<file path="config.mk">
export PLATFORM = sky130hd
export DESIGN_NAME = cache_fill_ctrl
export DESIGN_NICKNAME = d
export VERILOG_FILES = /design/src/rtl/cache_fill_ctrl.sv
export SDC_FILE = /design/constraint.sdc
export NUM_CORES = 1
export LEC_CHECK = 0
export ABC_AREA = 0
export CAP_MARGIN = 20
export CORE_UTILIZATION = 50
export DETAILED_ROUTE_END_ITERATION = 6
export GPL_TIMING_DRIVEN = 0
export PLACE_DENSITY = 0.81
export SYNTH_ARGS = -nofsm -noshare
export SYNTH_HDL_FRONTEND = slang
export SYNTH_SLANG_ARGS = --single-unit
</file>
<file path="constraint.sdc">
create_clock -name clk -period 3.7 [get_ports clk]
set_input_delay 0.555 -clock clk [delete_from_list [all_inputs] [get_ports clk]]
set_output_delay 0.555 -clock clk [all_outputs]
set_load 0.05 [all_outputs]
</file>
<file path="src/rtl/cache_fill_ctrl.sv">
// cache_fill_ctrl: line fill engine for a byte-wide, direct-indexed cache.
// On a miss it picks a victim line round-robin. It then reads BLOCK_SIZE bytes
// from backing memory over a req/ack bus and streams them into the victim line.
// The tag is committed together with the final byte.
//
// Optional feature: define CACHE_FILL_CRITICAL_FIRST_EN for critical-word-first
// bursts. The burst starts at the missing byte, wraps within the line, and the
// first byte is also forwarded on crit_valid/crit_data.
//
// Ports:
//   clk, rst           clock, asynchronous active-high reset
//   miss_req/miss_addr miss request and byte address (sampled in IDLE)
//   busy, fill_done    fill in progress; one-cycle completion pulse
//   mem_req/mem_addr   memory read request and address, held until mem_ack
//   mem_ack/mem_rdata  memory accept and read data (same cycle)
//   fill_line_en       one-hot victim line select
//   fill_tag_en        commit tag and set valid (final byte only)
//   fill_en/off/data   byte write into the selected line
//   crit_valid/data    early forward of the first fetched byte (optional)
module cache_fill_ctrl #(
   parameter int unsigned ADDR_WIDTH = 16,
   parameter int unsigned BLOCK_SIZE = 8,
   parameter int unsigned NUM_LINES  = 4
) (
   input  logic                          clk,
   input  logic                          rst,
   input  logic                          miss_req,
   input  logic [ADDR_WIDTH-1:0]         miss_addr,
   output logic                          busy,
   output logic                          fill_done,
   output logic                          mem_req,
   output logic [ADDR_WIDTH-1:0]         mem_addr,
   input  logic                          mem_ack,
   input  logic [7:0]                    mem_rdata,
   output logic [NUM_LINES-1:0]          fill_line_en,
   output logic                          fill_tag_en,
   output logic                          fill_en,
   output logic [$clog2(BLOCK_SIZE)-1:0] fill_off,
   output logic [7:0]                    fill_data,
   output logic                          crit_valid,
   output logic [7:0]                    crit_data
);

   localparam int unsigned OFFSET_WIDTH = $clog2(BLOCK_SIZE);
   localparam int unsigned TAG_WIDTH    = ADDR_WIDTH - OFFSET_WIDTH;
   localparam int unsigned LINE_WIDTH   = (NUM_LINES > 1) ? $clog2(NUM_LINES) : 1;

`ifdef CACHE_FILL_CRITICAL_FIRST_EN
   localparam logic CRIT_EN = 1'b1;
`else
   localparam logic CRIT_EN = 1'b0;
`endif

   typedef enum logic [1:0] {
      S_IDLE  = 2'd0,
      S_FETCH = 2'd1,
      S_DONE  = 2'd2
   } state_t;

   state_t                  state_q, state_d;
   logic [LINE_WIDTH-1:0]   ptr_q, ptr_d;
   logic [LINE_WIDTH-1:0]   victim_q, victim_d;
   logic [TAG_WIDTH-1:0]    tag_q, tag_d;
   logic [OFFSET_WIDTH-1:0] start_q, start_d;
   logic [OFFSET_WIDTH-1:0] beat_q, beat_d;
   logic [OFFSET_WIDTH-1:0] cur_off;

   logic                    busy_d, fill_done_d, mem_req_d;
   logic [ADDR_WIDTH-1:0]   mem_addr_d;
   logic [NUM_LINES-1:0]    fill_line_en_d;
   logic                    fill_tag_en_d, fill_en_d;
   logic [OFFSET_WIDTH-1:0] fill_off_d;
   logic [7:0]              fill_data_d;

   // Offset of the byte currently requested; wraps within the line.
   assign cur_off = OFFSET_WIDTH'(start_q + beat_q);

   // Next-state and next-output logic; outputs are registered from these.
   always_comb begin
      state_d       = state_q;
      ptr_d         = ptr_q;
      victim_d      = victim_q;
      tag_d         = tag_q;
      start_d       = start_q;
      beat_d        = beat_q;
      fill_en_d     = 1'b0;
      fill_tag_en_d = 1'b0;
      fill_off_d    = fill_off;
      fill_data_d   = fill_data;

      case (state_q)
         S_IDLE: begin
            if (miss_req) begin
               tag_d    = miss_addr[ADDR_WIDTH-1:OFFSET_WIDTH];
               // Start offset is the missing byte only in critical-first mode.
               start_d  = miss_addr[OFFSET_WIDTH-1:0] & {OFFSET_WIDTH{CRIT_EN}};
               beat_d   = '0;
               victim_d = ptr_q;
               state_d  = S_FETCH;
            end
         end
         S_FETCH: begin
            if (mem_ack) begin
               fill_en_d   = 1'b1;
               fill_data_d = mem_rdata;
               fill_off_d  = cur_off;
               beat_d      = beat_q + OFFSET_WIDTH'(1);
               if (beat_q == OFFSET_WIDTH'(BLOCK_SIZE - 1)) begin
                  fill_tag_en_d = 1'b1;
                  state_d       = S_DONE;
               end
            end
         end
         S_DONE: begin
            ptr_d   = (ptr_q == LINE_WIDTH'(NUM_LINES - 1)) ? '0 : ptr_q + LINE_WIDTH'(1);
            state_d = S_IDLE;
         end
         default: begin
            state_d = S_IDLE;
         end
      endcase

      // Status and bus outputs follow the state being entered.
      busy_d         = (state_d != S_IDLE);
      fill_done_d    = (state_d == S_DONE);
      mem_req_d      = (state_d == S_FETCH);
      mem_addr_d     = mem_req_d ? {tag_d, OFFSET_WIDTH'(start_d + beat_d)} : '0;
      fill_line_en_d = busy_d ? (NUM_LINES'(1) << victim_d) : '0;
   end

   // State and output registers.
   always_ff @(posedge clk or posedge rst) begin
      if (rst) begin
         state_q      <= S_IDLE;
         ptr_q        <= '0;
         victim_q     <= '0;
         tag_q        <= '0;
         start_q      <= '0;
         beat_q       <= '0;
         busy         <= 1'b0;
         fill_done    <= 1'b0;
         mem_req      <= 1'b0;
         mem_addr     <= '0;
         fill_line_en <= '0;
         fill_tag_en  <= 1'b0;
         fill_en      <= 1'b0;
         fill_off     <= '0;
         fill_data    <= '0;
      end else begin
         state_q      <= state_d;
         ptr_q        <= ptr_d;
         victim_q     <= victim_d;
         tag_q        <= tag_d;
         start_q      <= start_d;
         beat_q       <= beat_d;
         busy         <= busy_d;
         fill_done    <= fill_done_d;
         mem_req      <= mem_req_d;
         mem_addr     <= mem_addr_d;
         fill_line_en <= fill_line_en_d;
         fill_tag_en  <= fill_tag_en_d;
         fill_en      <= fill_en_d;
         fill_off     <= fill_off_d;
         fill_data    <= fill_data_d;
      end
   end

`ifdef CACHE_FILL_CRITICAL_FIRST_EN
   logic       crit_valid_d;
   logic [7:0] crit_data_d;

   // The first ack of a burst carries the byte the CPU missed on.
   always_comb begin
      crit_valid_d = 1'b0;
      crit_data_d  = crit_data;
      if (state_q == S_FETCH && mem_ack && beat_q == '0) begin
         crit_valid_d = 1'b1;
         crit_data_d  = mem_rdata;
      end
   end

   always_ff @(posedge clk or posedge rst) begin
      if (rst) begin
         crit_valid <= 1'b0;
         crit_data  <= '0;
      end else begin
         crit_valid <= crit_valid_d;
         crit_data  <= crit_data_d;
      end
   end
`else
   assign crit_valid = 1'b0;
   assign crit_data  = 8'h00;
`endif

endmodule
</file>
## Yosys cells after proc, flatten, opt, wreduce, memory -nomap -nowiden

Index checks and enable logic that the tools add are counted.

- Bits in registers: 61

- Reductions and logical operators: 3
- Multiplexer cells: 21
- Shifts and indexed selects: 1
- $add $sub $neg: 4
- Eq/ne operators: 6

Operator list:

| cell | number |
|---|---|
| 2-to-1 mux 13 bit | 2 |
| 2-to-1 mux 16 bit | 1 |
| 2-to-1 mux 2 bit | 6 |
| 2-to-1 mux 3 bit | 4 |
| adder 3 bit | 2 |
| == test 2 bit (second input constant) | 3 |
| case mux 3 bit (2 select lines) | 1 |
| 2-to-1 mux 1 bit | 5 |
| == test 2 x 1 -> 1 bit (second input constant) | 2 |
| 2-to-1 mux 4 bit | 1 |
| case mux 2 bit (2 select lines) | 1 |
| left shift 1 x 2 -> 4 bit (first input constant) | 1 |
| adder 3 x 1 -> 3 bit (second input constant) | 1 |
| == test 3 bit (second input constant) | 1 |
| adder 2 x 1 -> 2 bit (second input constant) | 1 |
| logical NOT 2 bit | 1 |
| AND reduction 2 bit | 1 |
| nonzero test 2 bit | 1 |

## Depth between registers and ports, before layout

Gate-level depths: netlist of the first run.

- Depth in word-level cells: 6
- Gate-level depth with buffers: 10

## Worst setup path after synthesis of the first run

OpenSTA, ideal clock, no wires.

- Path kind: input to register
- From: input miss_req
- To: register mem_addr[2]
- Setup slack: 1235 ps
- Arrival: 2346 ps
- Required time: 3581 ps
- Buffers on the path: 1
- Cell stages on the path: 8
- Path through: nor3b_2 > buf_6 > nor2b_1 > ha_1 > fa_1 > or3_1 > and3_1 > o21a_1

- Longest elaborated chain between the ends: 4

Ends and longest elaborated chain:

| item | RTL line | source |
|---|---|---|
| start: declaration | 27 | `input logic miss_req,` |
| 2-to-1 mux 3 bit | 93 | `if (miss_req) begin` |
| 2-to-1 mux 3 bit | 91 | `case (state_q)` |
| via start_d[0] | 64 | `logic [OFFSET_WIDTH-1:0] start_q, start_d;` |
| adder 3 bit | 127 | `mem_addr_d = mem_req_d ? {tag_d, OFFSET_WIDTH'(start_d + beat_d)} : '0;` |
| 2-to-1 mux 16 bit | 127 |  |
| via mem_addr_d[2] | 69 | `logic [ADDR_WIDTH-1:0] mem_addr_d;` |
| end signal: assignment | 159 | `mem_addr <= mem_addr_d;` |
| end: declaration | 32 | `output logic [ADDR_WIDTH-1:0] mem_addr,` |

The timed path passes the listed nets, and every way through them passes these cells.
A chain may end at the register's enable or synchronous reset.

## Worst setup path in the final report of the first run

Same ends and word-level chain as after synthesis.

==> metrics.txt, run 1 <==
clk_lat worst skew 330 ps; GRT Total Usage 18.4%; Hold Buf Count CTS 0; Worst setup EP type flop; Least-Margin Pin Slew 517 ps; Routability Congestion 0.724; Final Core Density 72.1%; Placed Instances 333; antenna cells 0; Die X-Extent 72.2 um; cts bufs inserted 9; crit start category input pin; Final min period 2810 ps; Area Growth Syn to Fin 38.4%; via/cell ratio 4.56; largest net degree at the start of global routing 40; I/O pins 73; H-tree Lvls 3; TritonCTS clock tree done; DRT iter0 DRCs 89; Core Box Area 0.00472 sq mm; Post-Syn Instances 197; Die H 72.2 um; P_leak 1.60 nW; CP arrival 3030 ps; first-pass GRT wire length 7060 um; Post-Synthesis Mean Instance Area 12.5 sq um; Fmax 356 MHz; yosys warns 0; Slew Limit Fails 0; synth unique cells 34; drt first pass iters 5; initial core utilization 52.1%; total power 0.00306 W; Port Buf Inserts 60; Post-synth EDFFs 0; initial antenna violation count 0; final setup skew 5.14 ps; pwr dens 897 mW/mm^2; max-cap violation count 0; Clock Tree Root clkbuf_8; WS Path Type input pin to flop; post-route cell area 0.00341 sq mm; Final Setup Violations 0; Worst Hold Class flop to flop; Rel. slew slack 65.4%; Cell Count, Final, Fillers Out 349; PostCTS Resize Cnt 0; std cell rows 25; Fin. Hold Viols 0; die footprint 0.00521 sq mm; CTS clock-pin slew for the worst setup and hold paths 70 ps; period utilization 76.0%; share of cells above drive strength 1 19.1%; Final #Nets 312; register area share after synthesis 62.0%; Final TNS setup 0 ps; status finished clean; Placed Area 0.00320 sq mm; Post-DRT Antenna Nets 0; Post-Route WL 4150 um; Mapped Area 0.00246 sq mm; HPWL Detailed 2890 um; setup bufs post-CTS 0; DRC Markers 0; vias in the first global route 1593; Avg WL per Cell 11.9 um; total gr overflow 0; worst path required time 3920 ps; vias 1591; Post-synth ARST share 100%; crit-path max FO 10; ys flop type dfrtp_1; RSZ-0062 raised after global routing false; #FFs+latches synth 61; VDD IR-drop max 0.444 mV; CTS max path bufs 2; Clock Sinks 61
-- state kept, by name, summed over array words and instances, names as in the netlist, 3 cells and up --
| signal | count |
|---|---|
| mem_addr | 16 |
| start_q | 3 |
| fill_data | 8 |
| fill_line_en | 4 |
| tag_q | 13 |
| beat_q | 3 |
| fill_off | 3 |
-- Yosys cell counts (3+ instances only) --
library cell / n / area share (%)
nand2_1: 34 / 5.2
buf_4: 9 / 2.7
buf_2: 4 / 0.81
mux2_2: 16 / 7.3
inv_1: 7 / 1.1
dfrtp_1: 61 / 62
a21oi_1: 3 / 0.61
nor2b_1: 3 / 0.76
ha_1: 5 / 2.5
buf_6: 3 / 1.4
and2_1: 20 / 5.1
nor2_1: 5 / 0.76
-- critical path, stage by stage --
cell and delay, ps:
clkdlybuf4s50_1 520, nor3b_2 280, buf_6 200, nor2b_1 70, ha_1 210, fa_1 460, or3_1 370, and3_1 190
o21a_1 160
-- cell usage in the layout, fill, tap and decap left out, types with 2 or more instances in the layout --
master           instances
a21oi_1                  3
and2_1                  20
buf_2                    4
buf_4                    9
buf_6                    3
clkbuf_8                12
clkdlybuf4s50_1         60
clkinv_2                 3
conb_1                   9
dfrtp_1                 61
fa_1                     2
ha_1                     5
inv_1                    6
inv_2                    2
mux2_2                  16
mux2i_1                  2
nand2_1                 34
nand3b_1                 2
nor2_1                   5
nor2b_1                  3
o21bai_1                 2
xnor2_1                  2
-- cell type report --
type,instances,area [sq um]
Buffer,16,121
Clock buffer,12,165
Clock inverter,4,45.0
Fill cell,331,1320
Inverter,8,30.0
Multi-Input combinational cell,120,813
Sequential cell,61,1530
Tap cell,67,83.8
Timing Repair Buffer,61,621
-- metal layers --
| metal | wire length (um) | GRT usage [%] | vias to the layer above |
|---|---|---|---|
| li1 | - | - | 778 |
| met1 | 1780 | 21.5 | 758 |
| met2 | 2080 | 29.4 | 46 |
| met3 | 212 | 5.56 | 9 |
| met4 | 75 | 12.4 | 0 |
| met5 | 0 | 0 | - |
-- metrics by stage --
step | setup slack, ps | hold slack [ps]
3_3_place_gp | 526 | 457
6_report | 889 | 473
4_1_cts | 883 | 478
3_5_place_dp | 533 | 462
2_1_floorplan | 1240 | 466
5_1_grt | 764 | 496
-- power breakdown --
group          switching (W)  total (W)  leakage [nW]  internal [W]
combinational       0.000881    0.00142         0.732      0.000543
sequential          0.000101    0.00103         0.756      0.000926
clock               0.000242   0.000604         0.112      0.000362
total                0.00122    0.00306          1.60       0.00183
-- path summary, 6_finish.rpt --
kind / from / endpoint / slack [ps] / cells after the start
setup reg to reg: state_q[1]$_DFF_PP0_ / mem_addr[2]$_DFF_PP0_ / 1140 / 8
hold reg to reg: fill_off[0]$_DFFE_PP0P_ / fill_off[0]$_DFFE_PP0P_ / 470 / 2
setup / recovery: miss_req / mem_addr[2]$_DFF_PP0_ / 890 / 9
min in group asynchronous: rst / mem_addr[14]$_DFF_PP0_ / 560 / 2
hold / removal: fill_off[0]$_DFFE_PP0P_ / fill_off[0]$_DFFE_PP0P_ / 470 / 2
max in group asynchronous: rst / fill_off[1]$_DFFE_PP0P_ / 2570 / 3
-- logic make-up (layout without fill, tap and decap cells) --
family,Yosys count,count (layout),share of synthesized area [%]
simple gates,71,71,14.6
buf+inv,24,101,6.15
other cells,1,9,0.152
mux,18,18,8.13
flops,61,61,62.0
compound gates,13,13,4.07
xor+xnor,2,2,0.712
fa+ha+maj,7,7,4.17
No activity file was read; power rests on OpenSTA's default activity.
==> run 2: changes to the inputs <==
--- a/config.mk
+++ b/config.mk
@@ -7,10 +7,10 @@
 export LEC_CHECK = 0
 export ABC_AREA = 0
 export CAP_MARGIN = 20
-export CORE_UTILIZATION = 50
+export CORE_UTILIZATION = 47
 export DETAILED_ROUTE_END_ITERATION = 6
 export GPL_TIMING_DRIVEN = 0
-export PLACE_DENSITY = 0.81
+export PLACE_DENSITY = 0.77
 export SYNTH_ARGS = -nofsm -noshare
 export SYNTH_HDL_FRONTEND = slang
 export SYNTH_SLANG_ARGS = --single-unit
==> constraint.sdc (replaced) <==
create_clock -name clk -period 2.8 [get_ports clk]
set_input_delay 0.42 -clock clk [delete_from_list [all_inputs] [get_ports clk]]
set_output_delay 0.42 -clock clk [all_outputs]
set_load 0.05 [all_outputs]
==> metrics.txt, run 2 (same netlist as run 1, synthesis figures left out) <==
drt first pass iters 4 (-1); antenna cells 0 (unchanged); Placed Instances 333 (unchanged); crit-path leading delay family simple AND/OR/NAND/NOR gates; via/cell ratio 4.61 (+1.0%); CP arrival 2900 ps (-130 ps); status finished clean; Filler Cells Inserted 387 (+17%); total gr overflow 0 (unchanged); Final min period 2680 ps; Buf/Inv on CP 2 (unchanged); Final Core Density 70.0% (-2.1 points); flip-flop count of the largest register after layout 16 (unchanged); initial antenna violation count 0 (unchanged); Final TNS setup 0 ps (unchanged); Final #Nets 313 (+0.32%); Die X-Extent 74.4 um (+3.1%); Clock Sinks 61 (unchanged); Worst Hold Class flop to flop; GRT Total Usage 18.1% (-0.28 points); Worst path slowest cell clkdlybuf4s50_1; Post-Route WL 4240 um (+2.2%); most common cell after layout, fill and taps aside dfrtp_1; Fin. Hold Viols 0 (unchanged); clk_lat worst skew 330 ps (about the same); P_leak 1.60 nW (about the same); Largest Register mem_addr; Least-Margin Pin Slew 634 ps (+117 ps); commonest cells after routing, fill and taps aside 61 x dfrtp_1, 60 x clkdlybuf4s50_1, 34 x nand2_1; vias 1612 (+1.3%); TritonCTS clock tree done; Routability Congestion 0.725 (about the same); Post-DRT Antenna Nets 0 (unchanged); final setup skew 6.18 ps (+1.03 ps); share of cells above drive strength 1 18.7% (-0.42 points); vias in the first global route 1537 (-3.5%); DRT iter0 DRCs 72 (-19%); worst-path cell chain clkdlybuf4s50_1 -> nor3b_4 -> buf_6 -> nor2b_1 -> ha_1 -> fa_1 -> or3_1 -> and3_1 -> o21a_1; VDD IR-drop max 0.746 mV (+68%); first-pass GRT wire length 7060 um (unchanged); Worst setup EP type flop; Final Setup Violations 0 (unchanged); pwr dens 1190 mW/mm^2 (+32%); CTS clock-pin slew for the worst setup and hold paths 60 ps (about the same); crit start category input pin; HPWL Detailed 3030 um (+4.8%); cts bufs inserted 9 (unchanged); Die H 74.4 um (+3.1%); crit-path max cell delay 520 ps (about the same); worst path required time 3030 ps (-890 ps); max-cap violation count 0 (unchanged); H-tree Lvls 3 (unchanged); Fmax 373 MHz; largest net degree at the start of global routing 32 (-20%); Hold Buf Count CTS 0 (unchanged); WS Path Type input pin to flop; I/O pins 73 (unchanged); Port Buf Inserts 60 (unchanged); Avg WL per Cell 12.1 um (+1.9%); hold_ws 471 ps (-1.81 ps); Slew Limit Fails 0 (unchanged); initial core utilization 50.4% (-1.7 points); DRC Markers 0 (unchanged); Core Box Area 0.00488 sq mm (+3.3%); Area Growth Syn to Fin 38.8%; period utilization 95.7%; Placed Area 0.00320 sq mm (unchanged); die footprint 0.00553 sq mm (+6.2%); Clock Tree Root clkbuf_8; post-route cell area 0.00342 sq mm (+0.29%); biggest regs mem_addr x16, tag_q x13, fill_data x8; Rel. slew slack 57.7% (-7.8 points); CTS max path bufs 2 (unchanged); crit-path max FO 10 (unchanged); std cell rows 25 (unchanged); Cell Count, Final, Fillers Out 350 (+0.29%)
-- run 2: cell types whose count changed in the layout (fill, tap and decap cells not counted) --
cell,delta
nor3b_2,-1
clkbuf_1,+2
nor3b_4,+1
buf_4,+1
clkbuf_8,-3
bufinv_16,+1
-- run 2: power breakdown --
| part | switching (W) | leakage (nW) | internal [W] |
|---|---|---|---|
| combinational | 0.00117 | 0.738 | 0.000719 |
| sequential | 0.000131 | 0.756 | 0.00122 |
| clock | 0.000315 | 0.107 | 0.000497 |
-- run 2: tightest hold or removal path, stage by stage, from the launching register on --
cell and delay (ps):
dfrtp_1 340, nand2_1 50, nand2_1 50
-- run 2: routing by layer --
layer	GRT usage [%]	routed length [um]	vias up	share of wire [%]
met4	11.3	108	0	2.5
met5	0	0	-	0
met1	21.0	1810	787	43
met2	29.4	2180	42	51
met3	5.69	145	10	3.4
li1	-	-	773	-
-- run 2: final cells by class --
class,instances,area [sq um],area share (%)
well taps,67,83.8,2.45
clock buffers,11,131,3.85
plain buffers,16,121,3.55
inverters,8,30.0,0.879
clock inverters,5,75.1,2.20
repair buffers,62,628,18.4
multi-input cells,120,820,24.0
flip-flops and latches,61,1530,44.7
-- run 2: worst paths after layout --
| check | start | end | slack (ps) | cells past startpoint |
|---|---|---|---|---|
| hold / removal | fill_off[0]$_DFFE_PP0P_ | fill_off[0]$_DFFE_PP0P_ | 470 | 2 |
| min in group asynchronous | rst | mem_addr[5]$_DFF_PP0_ | 490 | 2 |
| setup reg to reg | state_q[1]$_DFF_PP0_ | mem_addr[2]$_DFF_PP0_ | 270 | 8 |
| hold reg to reg | fill_off[0]$_DFFE_PP0P_ | fill_off[0]$_DFFE_PP0P_ | 470 | 2 |
| max in group asynchronous | rst | start_q[0]$_DFF_PP0_ | 1730 | 3 |
| setup / recovery | miss_req | mem_addr[2]$_DFF_PP0_ | 120 | 9 |
-- run 2: repair_timing --
item | 4_1_cts | 5_1_grt
resized for setup | 0 | 1
endpoints found under the hold margin | 0 | 0
endpoints found under the setup margin | 0 | 1
buffers inserted | 0 | 1
-- run 2: per-stage QoR --
step	total power, W	setup slack (ps)
final	0.00405	122
after global placement	0.00322	-225
after CTS	0.00409	54.4
after detailed placement	0.00327	-308
after floorplan	0.00268	438
after global routing	0.00429	-1.20
